### src/rtl/positron_layer_sequencer.sv
// rtl/positron_layer_sequencer.sv - streams one activation window to a positron bank
// and gathers the per-neuron results into an output vector.
module positron_layer_sequencer #(
  parameter int POSIT_WIDTH = 4,
  parameter int NB_INPUTS   = 784,
  parameter int NB_NEURONS  = 16,
  parameter int ADDR_WIDTH  = 10
) (
  input  logic                             clk,
  input  logic                             rst,
  input  logic                             start_i,
  output logic                             busy_o,
  output logic                             done_o,
  output logic                             act_rd_o,
  output logic [ADDR_WIDTH-1:0]            act_addr_o,
  input  logic [POSIT_WIDTH-1:0]           act_data_i,
  output logic                             pos_rts_o,
  output logic                             pos_sow_o,
  output logic                             pos_eow_o,
  output logic [POSIT_WIDTH-1:0]           pos_posit_o,
  input  logic [NB_NEURONS-1:0]            pos_rtr_i,
  input  logic [NB_NEURONS-1:0]            res_rts_i,
  input  logic [NB_NEURONS*POSIT_WIDTH-1:0] res_posit_i,
  output logic                             res_rtr_o,
  output logic                             out_valid_o,
  output logic [NB_NEURONS*POSIT_WIDTH-1:0] out_data_o,
  input  logic                             out_ready_i
);

  localparam logic [ADDR_WIDTH:0] LP_NB   = (ADDR_WIDTH+1)'(NB_INPUTS);
  localparam logic [ADDR_WIDTH:0] LP_LAST = (ADDR_WIDTH+1)'(NB_INPUTS - 1);

  typedef enum logic [1:0] {S_IDLE, S_STREAM, S_COLLECT, S_OUTPUT} state_t;

  state_t                           r_state, w_next;
  logic [ADDR_WIDTH:0]              r_rd_cnt;
  logic [ADDR_WIDTH:0]              r_beat_idx;
  logic                             r_inflight;
  logic [POSIT_WIDTH-1:0]           r_fifo [2];
  logic                             r_wr_ptr, r_rd_ptr;
  logic [1:0]                       r_occ;
  logic                             r_bc_valid, r_bc_sow, r_bc_eow;
  logic [POSIT_WIDTH-1:0]           r_bc_data;
  logic [NB_NEURONS-1:0]            r_flags;
  logic [NB_NEURONS*POSIT_WIDTH-1:0] r_out_data;

  logic                   w_stream, w_xfer, w_bc_free, w_load, w_bypass, w_push, w_pop, w_rd;
  logic [2:0]             w_level;
  logic [POSIT_WIDTH-1:0] w_load_data;
  logic [NB_NEURONS-1:0]  w_new;

  assign w_stream  = (r_state == S_STREAM);
  assign w_xfer    = r_bc_valid && (&pos_rtr_i);
  assign w_bc_free = !r_bc_valid || w_xfer;
  // Data returning into an empty FIFO goes straight to the broadcast register,
  // which is what gives the 2-cycle start-up latency.
  assign w_load    = w_stream && w_bc_free && ((r_occ != 2'd0) || r_inflight);
  assign w_bypass  = w_load && (r_occ == 2'd0);
  assign w_push    = r_inflight && !w_bypass;
  assign w_pop     = w_load && (r_occ != 2'd0);
  assign w_level   = {1'b0, r_occ} + {2'b00, r_inflight} - {2'b00, w_load};
  assign w_rd      = w_stream && (r_rd_cnt < LP_NB) && (w_level < 3'd2);
  assign w_load_data = w_bypass ? act_data_i : r_fifo[r_rd_ptr];
  assign w_new     = res_rts_i & ~r_flags;

  always_comb begin
    w_next = r_state;
    case (r_state)
      S_IDLE:    if (start_i) w_next = S_STREAM;
      S_STREAM:  if (w_xfer && r_bc_eow) w_next = S_COLLECT;
      S_COLLECT: if (&(r_flags | res_rts_i)) w_next = S_OUTPUT;
      S_OUTPUT:  if (out_ready_i) w_next = S_IDLE;
      default:   w_next = S_IDLE;
    endcase
  end

  always_ff @(posedge clk) begin
    if (rst) begin
      r_state    <= S_IDLE;
      r_rd_cnt   <= '0;
      r_beat_idx <= '0;
      r_inflight <= 1'b0;
      r_fifo[0]  <= '0;
      r_fifo[1]  <= '0;
      r_wr_ptr   <= 1'b0;
      r_rd_ptr   <= 1'b0;
      r_occ      <= '0;
      r_bc_valid <= 1'b0;
      r_bc_sow   <= 1'b0;
      r_bc_eow   <= 1'b0;
      r_bc_data  <= '0;
      r_flags    <= '0;
      r_out_data <= '0;
    end else begin
      r_state <= w_next;
      if (r_state == S_IDLE && start_i) begin
        r_rd_cnt   <= '0;
        r_beat_idx <= '0;
        r_inflight <= 1'b0;
        r_wr_ptr   <= 1'b0;
        r_rd_ptr   <= 1'b0;
        r_occ      <= '0;
        r_bc_valid <= 1'b0;
        r_flags    <= '0;
      end else begin
        r_inflight <= w_rd;
        if (w_rd) r_rd_cnt <= r_rd_cnt + 1'b1;
        if (w_push) begin
          r_fifo[r_wr_ptr] <= act_data_i;
          r_wr_ptr         <= ~r_wr_ptr;
        end
        if (w_pop) r_rd_ptr <= ~r_rd_ptr;
        r_occ <= r_occ + {1'b0, w_push} - {1'b0, w_pop};
        if (w_load) begin
          r_bc_valid <= 1'b1;
          r_bc_data  <= w_load_data;
          r_bc_sow   <= (r_beat_idx == '0);
          r_bc_eow   <= (r_beat_idx == LP_LAST);
          r_beat_idx <= r_beat_idx + 1'b1;
        end else if (w_xfer) begin
          r_bc_valid <= 1'b0;
        end
        if (r_state == S_COLLECT) begin
          r_flags <= r_flags | res_rts_i;
          for (int k = 0; k < NB_NEURONS; k++) begin
            if (w_new[k]) r_out_data[k*POSIT_WIDTH +: POSIT_WIDTH] <= res_posit_i[k*POSIT_WIDTH +: POSIT_WIDTH];
          end
        end
      end
    end
  end

  assign busy_o      = (r_state != S_IDLE);
  assign act_rd_o    = w_rd;
  assign act_addr_o  = w_rd ? r_rd_cnt[ADDR_WIDTH-1:0] : '0;
  assign pos_rts_o   = r_bc_valid;
  assign pos_sow_o   = r_bc_valid & r_bc_sow;
  assign pos_eow_o   = r_bc_valid & r_bc_eow;
  assign pos_posit_o = r_bc_data;
  assign res_rtr_o   = (r_state == S_COLLECT);
  assign out_valid_o = (r_state == S_OUTPUT);
  assign done_o      = out_valid_o & out_ready_i;
  assign out_data_o  = r_out_data;

endmodule

### config.mk
export PLATFORM = sky130hd
export DESIGN_NAME = positron_layer_sequencer
export DESIGN_NICKNAME = d
export VERILOG_FILES = /design/src/rtl/positron_layer_sequencer.sv
export SDC_FILE = /design/constraint.sdc
export NUM_CORES = 1
export LEC_CHECK = 0
export ABC_CLOCK_PERIOD_IN_PS = 4200
export CORE_ASPECT_RATIO = 0.75
export CORE_UTILIZATION = 45
export DETAILED_ROUTE_END_ITERATION = 16
export HOLD_SLACK_MARGIN = 0.1
export PLACE_DENSITY_LB_ADDON = 0.1
export SETUP_SLACK_MARGIN = 0.2
export SLEW_MARGIN = 40
export SYNTH_ARGS = -nofsm -noshare
export SYNTH_HDL_FRONTEND = slang
export SYNTH_SLANG_ARGS = --single-unit
export TNS_END_PERCENT = 30
### constraint.sdc
create_clock -name clk -period 4.2 [get_ports clk]
set_input_delay 0.63 -clock clk [delete_from_list [all_inputs] [get_ports clk]]
set_output_delay 0.63 -clock clk [all_outputs]
set_load 0.01 [all_outputs]
Yosys cells after proc, flatten, opt, wreduce, memory -nomap -nowiden. Memory sizes are Yosys's and may differ from the RTL's. A register that Yosys moved wholly into a read port is not among the register bits. Index checks and enable logic that the tools add are counted.

Word-level logic and storage cells: 116. Memory bits (writable): 8. Bits in registers: 116. Latch bits: 0. Memory bits (read-only): 0. Memories kept: 1. Output and inout bits: 86.

Memories: r_fifo (depth 2, bits a word 4, read ports 1, clocked after Yosys merged registers in 1, write ports 2, RTL line 39) `logic [POSIT_WIDTH-1:0] r_fifo [2];`.

$lt $le $gt $ge: 2. Mux-type cells: 20. Reductions and logical operators: 42. Bitwise operators: 9. Add/subtract/negate cells: 6. Shifts and indexed selects: 0. Multiply operators: 0. Divide/modulo/power cells: 0. Equal/unequal tests: 8.

Operators by type and width (number): AND reduction 3 bit (16); AND reduction 16 bit (2); adder 11 x 1 -> 11 bit, second input constant (2); bitwise AND 16 bit (1); inverter 16 bit (1); bitwise OR 16 bit (1); 2-to-1 mux 1 bit (12); == test 11 x 10 -> 1 bit, second input constant (1); logical NOT 11 bit (1); < comparator 11 x 10 -> 1 bit, second input constant (1); logical AND 1 bit (10); 2-to-1 mux 10 bit (1); 2-to-1 mux 2 bit (4); 2-to-1 mux 4 bit (2); case mux 2 bit (4 select lines) (1); inequality test 2 x 1 -> 1 bit, second input constant (3); nonzero test 2 bit (3); == test 2 bit, second input constant (2); logical NOT 2 bit (2); AND reduction 4 bit (1); OR reduction 4 bit (1); adder 2 x 1 -> 3 bit (1); bitwise AND 1 bit (3); < comparator 3 x 2 -> 1 bit, second input constant (1); 10 further kinds (14).

Logic depth before layout (Yosys ltp). Gate-level depths: netlist (run 1).

Word-level depth: 14. Depth in mapped cells: 13. Mapped depth without buffers: 12.

Least setup slack after synthesis (run 1). Ideal clock, no wire load.

Kind: input to output. Start: input port pos_rtr_i[15]. End: output port act_addr_o[1]. Cell stages on the path: 11. Setup slack: 0.273 ns. Path buffers: 2. Arrival time: 3.297 ns. Required time: 3.570 ns. Cell sequence: nand4_1 -> o41ai_4 -> nand2_2 -> xnor2_1 -> nand2_1 -> fa_1 -> xor2_1 -> a311oi_1 -> buf_2 -> clkbuf_1 -> and2_1.

Cells in the longest elaborated chain, start to end: 9.

Ends and longest elaborated chain: start: declaration (RTL line 21) `input logic [NB_NEURONS-1:0] pos_rtr_i,`; AND reduction 16 bit (RTL line 53) `assign w_xfer = r_bc_valid && (&pos_rtr_i);`; logical AND 1 bit (RTL line 53); logical OR 1 bit (RTL line 54) `assign w_bc_free = !r_bc_valid || w_xfer;`; logical AND 1 bit (2 in a row) (RTL line 57) `assign w_load = w_stream && w_bc_free && ((r_occ != 2'd0) || r_inflight);`; subtractor 3 x 1 -> 3 bit (RTL line 61) `assign w_level = {1'b0, r_occ} + {2'b00, r_inflight} - {2'b00, w_load};`; < comparator 3 x 2 -> 1 bit (RTL line 62) `assign w_rd = w_stream && (r_rd_cnt < LP_NB) && (w_level < 3'd2);`; logical AND 1 bit (RTL line 62); named net act_rd_o (RTL line 14) `output logic act_rd_o,`; 2-to-1 mux 10 bit (RTL line 135) `assign act_addr_o = w_rd ? r_rd_cnt[ADDR_WIDTH-1:0] : '0;`; end: declaration (RTL line 15) `output logic [ADDR_WIDTH-1:0] act_addr_o,`.

The timed path passes the listed nets, and every way through them passes these cells.

Final worst setup path (run 1).
Start: input port pos_rtr_i[8]. End: output port act_addr_o[6].

Cells in the longest elaborated chain, start to end: 9.

Ends and longest elaborated chain (RTL line): AND reduction 16 bit (53); logical AND 1 bit (53); logical OR 1 bit (54); logical AND 1 bit (2 in a row) (57); subtractor 3 x 1 -> 3 bit (61); < comparator 3 x 2 -> 1 bit (62); logical AND 1 bit (62); 2-to-1 mux 10 bit (135).

Every way passes these cells.

==> out/results.ini, run 1 <==
[synthesis]
synth_cells=528
syn_avg_cell_area_um2=9.78
synth_edf_count=8
synthMuxAreaShare_pct=14.5
syn-cell-area_um2=5160
synth-simple-area-share_pct=20.3
synth_fa_ha_area_share_pct=2.81
synth_compound_area_share_pct=7.29
synth_top_area_share_pct=45.3
synth-xor-area-share_pct=2.71
ys_seq_area_share_pct=50.0
yosysTopAreaCell=dfxtp_1
synth_top_family_by_area=simple AND/OR/NAND/NOR gates
ys.flop_type=dfxtp_1
yosys_warnings=0
synthesis.nets=643
ys_top_cells_by_area=dfxtp_1 (45%), mux2i_1 (15%), nor2_1 (7.8%)
ys_types=43
ys_ff_latch=125
ys_async_sr_fraction_pct=0

[worst_setup_path]
crit_type=in2out
worstPathMaxFanout=6
crit_cells=13
timing.rr.start=r_occ[1]$_SDFF_PP0_
cp.required_ps=3570
critical_path_arrival_ps=3180
reg2reg_to=r_rd_cnt[5]$_SDFFE_PP0P_
endpoint_kind=output pin
cp_cell_sequence=dlygate4sd2_1, nand4_1, o41ai_4, nand2_2, xnor2_1, nand2_1, fa_2, nand3b_1, a311oi_2, buf_4, buf_6, and2_1, buf_2
crit_slowest_cell=fa_2
startpoint_type=input port
critPathBufInv=4
rrSetupSlack_ps=720
cpLargestDelayFamily=compound AO/OA/AOI/OAI gates
crit_path_max_incr_delay_ps=530
rr_worst_depth=18

[die]
rows=33
fp.dieW_um=126
dieHeight_um=94.8
initial_core_util_pct=46.7
core_area_um2=11100
die_area_um2=11900
io_pins=190

[cells_and_area]
fin_util_pct=71.8
drive_gt1_share_pct=10.8
antenna_cells=0
nNetsFinal=850
final_common_cell=clkdlybuf4s50_1
syn2layout_area_growth_pct=53.9
final_cell_mix=clkdlybuf4s50_1 (161), dfxtp_1 (117), nor2_1 (105)

[global_routing]
grt_use_met1_pct=28.6
grt_pass1_wl_um=21300
grt-busiest-layer=met2
grtUsageMet3_pct=7.48
grt_max_degree=78
use_met2_pct=38.1
first_global_vias=4379
antenna_found_initial=0
grt_util_all_layers_pct=23.0
gr-total-overflow=0

[routing]
wl_per_cell_um=15.2
detail_route.first_pass.iterations=4
drtIter0Drc=207
vias_per_cell=5.11
ant_nets=0
routed_wl_um=13500
route.detailed.drc=0
vias=4534

[timing]
max_freq_ghz=0.262
finalSetupTns_ps=0
setup-violations-final=0
setup_slack_ps=389
clock_skew_ps=9.29
slew_viol_final=0
slew_headroom_pct=46.0
finalHoldViolCount=0
period_needed_ps=3810
timing.hold.ws_ps=464
max_slew.worst_pin.slew_ps=809
fin_crit_sh_pct=90.7
rsz0062_at_grt=false

[clocking]
clk_latency_ps=410
cts_root_buf=clkbuf_16
clockBufferDepth=2
clkSinkCount=125
clk_pin_slew_ps=60
cts_tree=yes
cts_hold_buf=0
cts_buffers=17
cts_max_level=4

[pwr]
irDropWorstVdd_v=0.000398
powerDensity_nw_per_um2=483
p_leak_nw=3.54
p_total_mw=3.84

[status]
status=completed

[placed_design]
io_buffers=189
dpl_worst_slack_ps=-208
globalplace.congestion=0.762
dp_hpwl_um=9580

[worst_hold_path]
min_path_type=reg2reg
whs_path_depth=1
hold_end=r_rd_cnt[10]$_SDFFE_PP0P_
min_from=r_rd_cnt[10]$_SDFFE_PP0P_

[flow_run]
cap_violations=0

layout make-up:
cell class / count / area [um2]
fill: 827 / 3120
multi-input combinational: 371 / 2510
clock inverter: 15 / 171
tap: 140 / 175
sequential: 125 / 2580
timing repair buffer: 209 / 2050
clock buffer: 17 / 425
inverter: 11 / 41.3
report_power, final:
| part | switching [mW] | internal (mW) | total (mW) |
|---|---|---|---|
| logic | 0.469 | 0.515 | 0.985 |
| registers | 0.0720 | 1.31 | 1.38 |
| clock network | 0.540 | 0.931 | 1.47 |
flip-flops by register name (all words and copies together), names as in the netlist, named ones only:
signal       flops
out_data_o      64
pos_posit_o      4
pos_rts_o        1
r_bc_eow         1
r_bc_sow         1
r_beat_idx      11
r_fifo           8
r_flags         16
r_inflight       1
r_occ            2
r_rd_cnt        11
r_rd_ptr         1
r_state          2
r_wr_ptr         1
cell usage after synthesis (all sizes together), types with 5 or more instances:
cell type and number:
a21oi 23, and2 20, and3 8, buf 6
clkbuf 15, dfxtp 117, edfxtp 8, ha 10
inv 11, mux2i 75, nand2 16, nand3 7
nand3b 19, nand4 11, nor2 107, o21ai 10
o22ai 9, or4 5, xnor2 5, xor2 11
metrics by stage:
stage,instances,cell area [um2]
after global placement,846,7230
after global routing,888,7950
final,888,7950
after CTS,886,7890
after detailed placement,846,7230
after floorplan,528,5160
metal layers:
| layer | share of wire (%) | wire length, um |
|---|---|---|
| met1 | 45 | 6020 |
| met2 | 47 | 6310 |
| met3 | 7.6 | 1020 |
| met4 | 0.99 | 133 |
| met5 | 0 | 0 |
cells by family (layout without fill, tap and decap cells):
logic type | Yosys count | count (layout)
and+or+nand+nor | 209 | 209
DFF | 125 | 125
muxes | 75 | 75
AOI/OAI and AO/OA | 60 | 60
buffers and inverters | 32 | 252
xor gates and xnor gates | 16 | 16
adders and majority gates | 11 | 11
what timing repair did:
| item | 4_1_cts | 5_1_grt |
|---|---|---|
| endpoints found under the setup margin | 11 | 11 |
| buffers inserted | 8 | 1 |
| gates resized for setup | 72 | 14 |
| gates cloned | 0 | 0 |
| pin swaps | 10 | 9 |
worst max path at each step:
| stage | from | endpoint | slack [ps] |
|---|---|---|---|
| 3_3_place_gp | pos_rtr_i[15] | act_addr_o[1] | -120 |
| 3_5_place_dp | pos_rtr_i[6] | act_addr_o[5] | -210 |
| 6_report | pos_rtr_i[8] | act_addr_o[6] | 390 |
| 4_1_cts | pos_rtr_i[3] | act_addr_o[4] | 210 |
| 5_1_grt | pos_rtr_i[8] | act_addr_o[6] | 200 |
| 2_1_floorplan | pos_rtr_i[15] | act_addr_o[1] | 270 |
No activity file was read; power rests on OpenSTA's default activity.
==> run 2: changes to the inputs <==
PLACE_DENSITY = 0.91   (was not set)
PLACE_DENSITY_LB_ADDON = not set   (was 0.1)
==> run 2 against run 1 <==
  * Via count is 17% higher
  * Non-clock buffer count rose by 57
  * Utilization is 4.1 points higher
  * Register-to-register slack lost 90 ps
  * Critical endpoint is now r_state[0]$_SDFFE_PP0P_
  * Count of clock-buffer cells in the layout rose by 6
  * Wire length rose by 32%
  * Maximum frequency decreased by 5.1%
  * Critical path depth is 12 higher
  * Clock skew up 5.7 ps
  * Clock power rose by 7%
  * Global-route usage rose by 6.9 points
==> out/results.ini, run 2 (synthesis gave the netlist of run 1 again) <==
[die]
core_area_um2=11100  ; unchanged
rows=33  ; unchanged
fp.dieW_um=126  ; unchanged
initial_core_util_pct=46.7  ; unchanged
dieHeight_um=94.8  ; unchanged
die_area_um2=11900  ; unchanged
io_pins=190  ; unchanged

[routing]
detail_route.first_pass.iterations=5  ; +1
vias=5310  ; +17%
route.detailed.drc=0  ; unchanged
routed_wl_um=17800  ; +32%
vias_per_cell=5.62  ; +10%
ant_nets=0  ; unchanged
wl_per_cell_um=18.8  ; +24%
drtIter0Drc=447  ; +120%

[cells_and_area]
nNetsFinal=907  ; +6.7%
regArea_um2=2580  ; unchanged
fillCellCount=715  ; -14%
fin_util_pct=75.9  ; +4.1 points
largest_reg_flops=64  ; unchanged
multi_input_area_um2=2530  ; +1.1%
final_cell_mix=clkdlybuf4s50_1 (161), dfxtp_1 (117), nor2_1 (106)
fin_area_um2=8400  ; +5.7%
drive_gt1_share_pct=18.4  ; +7.6 points
syn2layout_area_growth_pct=62.6
final_common_cell=clkdlybuf4s50_1
antenna_cells=0  ; unchanged

[global_routing]
use_met2_pct=51.6  ; +14 points
first_global_vias=5304  ; +21%
antenna_found_initial=0  ; unchanged
grt_util_all_layers_pct=29.9  ; +6.9 points
grtUsageMet3_pct=8.90  ; +1.4 points
grt-busiest-layer=met2
grt_max_degree=42  ; -46%
grt_use_met1_pct=31.9  ; +3.3 points
grt_pass1_wl_um=26900  ; +26%
gr-total-overflow=0  ; unchanged

[timing]
period_needed_ps=4010  ; +203 ps
setup-violations-final=0  ; unchanged
fin_crit_sh_pct=95.6  ; +4.8 points
finalHoldViolCount=0  ; unchanged
rsz0062_at_grt=true
max_slew.worst_pin.slew_ps=690  ; -120 ps
finalSetupTns_ps=0  ; unchanged
max_freq_ghz=0.249  ; -5.1%
slew_headroom_pct=54.0  ; +8.0 points
slew_viol_final=0  ; unchanged
clock_skew_ps=15.0  ; +5.73 ps

[clocking]
clk_latency_ps=410  ; about the same
clk_pin_slew_ps=50  ; about the same
cts_root_buf=clkbuf_16
cts_buffers=17  ; unchanged
clkSinkCount=125  ; unchanged
cts_hold_buf=0  ; unchanged
cts_max_level=4  ; unchanged
cts_tree=yes
clockBufferDepth=2  ; unchanged

[pwr]
swShare_pct=28.3  ; +0.085 points
p_int_mw=2.90  ; +5.1%
p_sw_mw=1.14  ; +5.5%
powerDensity_nw_per_um2=481  ; -0.47%
power.share.clock_pct=39.1  ; +0.8 points
irDropWorstVdd_v=0.000283  ; -29%
seq_power_share_pct=34.4  ; -1.6 points
p_comb_share_pct=26.5  ; +0.8 points
p_leak_nw=3.78  ; +6.9%

[placed_design]
io_buffers=189  ; unchanged
globalplace.congestion=0.834  ; +9.4%
dp_hpwl_um=10200  ; +6.1%
dpl_cell_area_um2=7230  ; unchanged

[worst_setup_path]
cpLargestDelayFamily=buffers and inverters
cp.required_ps=4520  ; +950 ps
startpoint_type=input port
crit_path_max_incr_delay_ps=370  ; -160 ps
endpoint_kind=register
critical_path_arrival_ps=4330  ; +1150 ps
cp_common_cell=buf_4
worstPathMaxFanout=2  ; -4
crit_type=in2reg
critPathBufInv=20  ; +16
crit_slowest_cell=nor4_2

[status]
status=completed

[flow_run]
cap_violations=0  ; unchanged

[worst_hold_path]
min_path_type=reg2reg

run 2: changes by cell type in the layout (fill, tap and decap cells not counted), moves of 3 or more:
cell and delta:
dlymetal6s2s_1 -3, and2_4 -5, clkinv_4 -3, buf_6 +6, clkbuf_2 +8, and2_1 +5, buf_4 +56, dlygate4sd2_1 -9
run 2: through the flow:
| step | worst slack (ps) | power [mW] | instances | hold WS, ps |
|---|---|---|---|---|
| global route | 136 | 4.20 | 945 | 496 |
| detailed placement | -204 | 2.32 | 846 | 459 |
| global placement | -7.28 | 2.28 | 846 | 459 |
| finish | 186 | 4.04 | 945 | 477 |
| CTS | 249 | 3.97 | 943 | 474 |
| floorplan | 273 | 1.90 | 528 | 420 |
run 2: repair_timing:
item                                    in CTS  in global routing
gates cloned                                 1                  0
setup buffers                               64                  1
endpoints found under the setup margin      11                 14
resized for setup                           66                 53
pin swaps                                   11                 11
run 2: path summary, 6_finish.rpt:
| path | start | end | slack, ps | cells after the start |
|---|---|---|---|---|
| max | pos_rtr_i[7] | r_state[0]$_SDFFE_PP0P_ | 190 | 25 |
| min | r_rd_cnt[10]$_SDFFE_PP0P_ | r_rd_cnt[10]$_SDFFE_PP0P_ | 480 | 1 |
| max reg2reg | r_occ[0]$_SDFF_PP0_ | r_rd_cnt[5]$_SDFFE_PP0P_ | 630 | 16 |
| min reg2reg | r_rd_cnt[10]$_SDFFE_PP0P_ | r_rd_cnt[10]$_SDFFE_PP0P_ | 480 | 1 |
run 2: layout make-up:
type / instances / share of cell area [%]
multi-input cells: 371 / 30.2
well taps: 140 / 2.09
repair buffers: 266 / 28.9
clock inverters: 9 / 1.53
clock buffers: 23 / 6.08
inverters: 11 / 0.492
flip-flops and latches: 125 / 30.7
run 2: metal layers:
| layer | part of all wire (%) | vias to the layer above |
|---|---|---|
| li1 | - | 2367 |
| met1 | 37 | 2491 |
| met2 | 48 | 349 |
| met3 | 8.5 | 103 |
| met4 | 5.8 | 0 |
| met5 | 0 | - |
run 2: worst reg2reg max path: cells and delay by family (launching register included):
kind / cells / cell delay, ps
flops: 1 / 410
simple gates: 5 / 880
buf+inv: 6 / 800
compound gates: 4 / 770
fa+ha+maj: 1 / 560
run 2: power groups by stage:
| stage | sequential, mW | clock [mW] | combinational (mW) |
|---|---|---|---|
| detailed placement | 1.41 | 0 | 0.916 |
| global placement | 1.40 | 0 | 0.878 |
| CTS | 1.38 | 1.58 | 1.01 |
| finish | 1.39 | 1.58 | 1.07 |
| floorplan | 1.42 | 0 | 0.481 |
| global route | 1.40 | 1.65 | 1.14 |
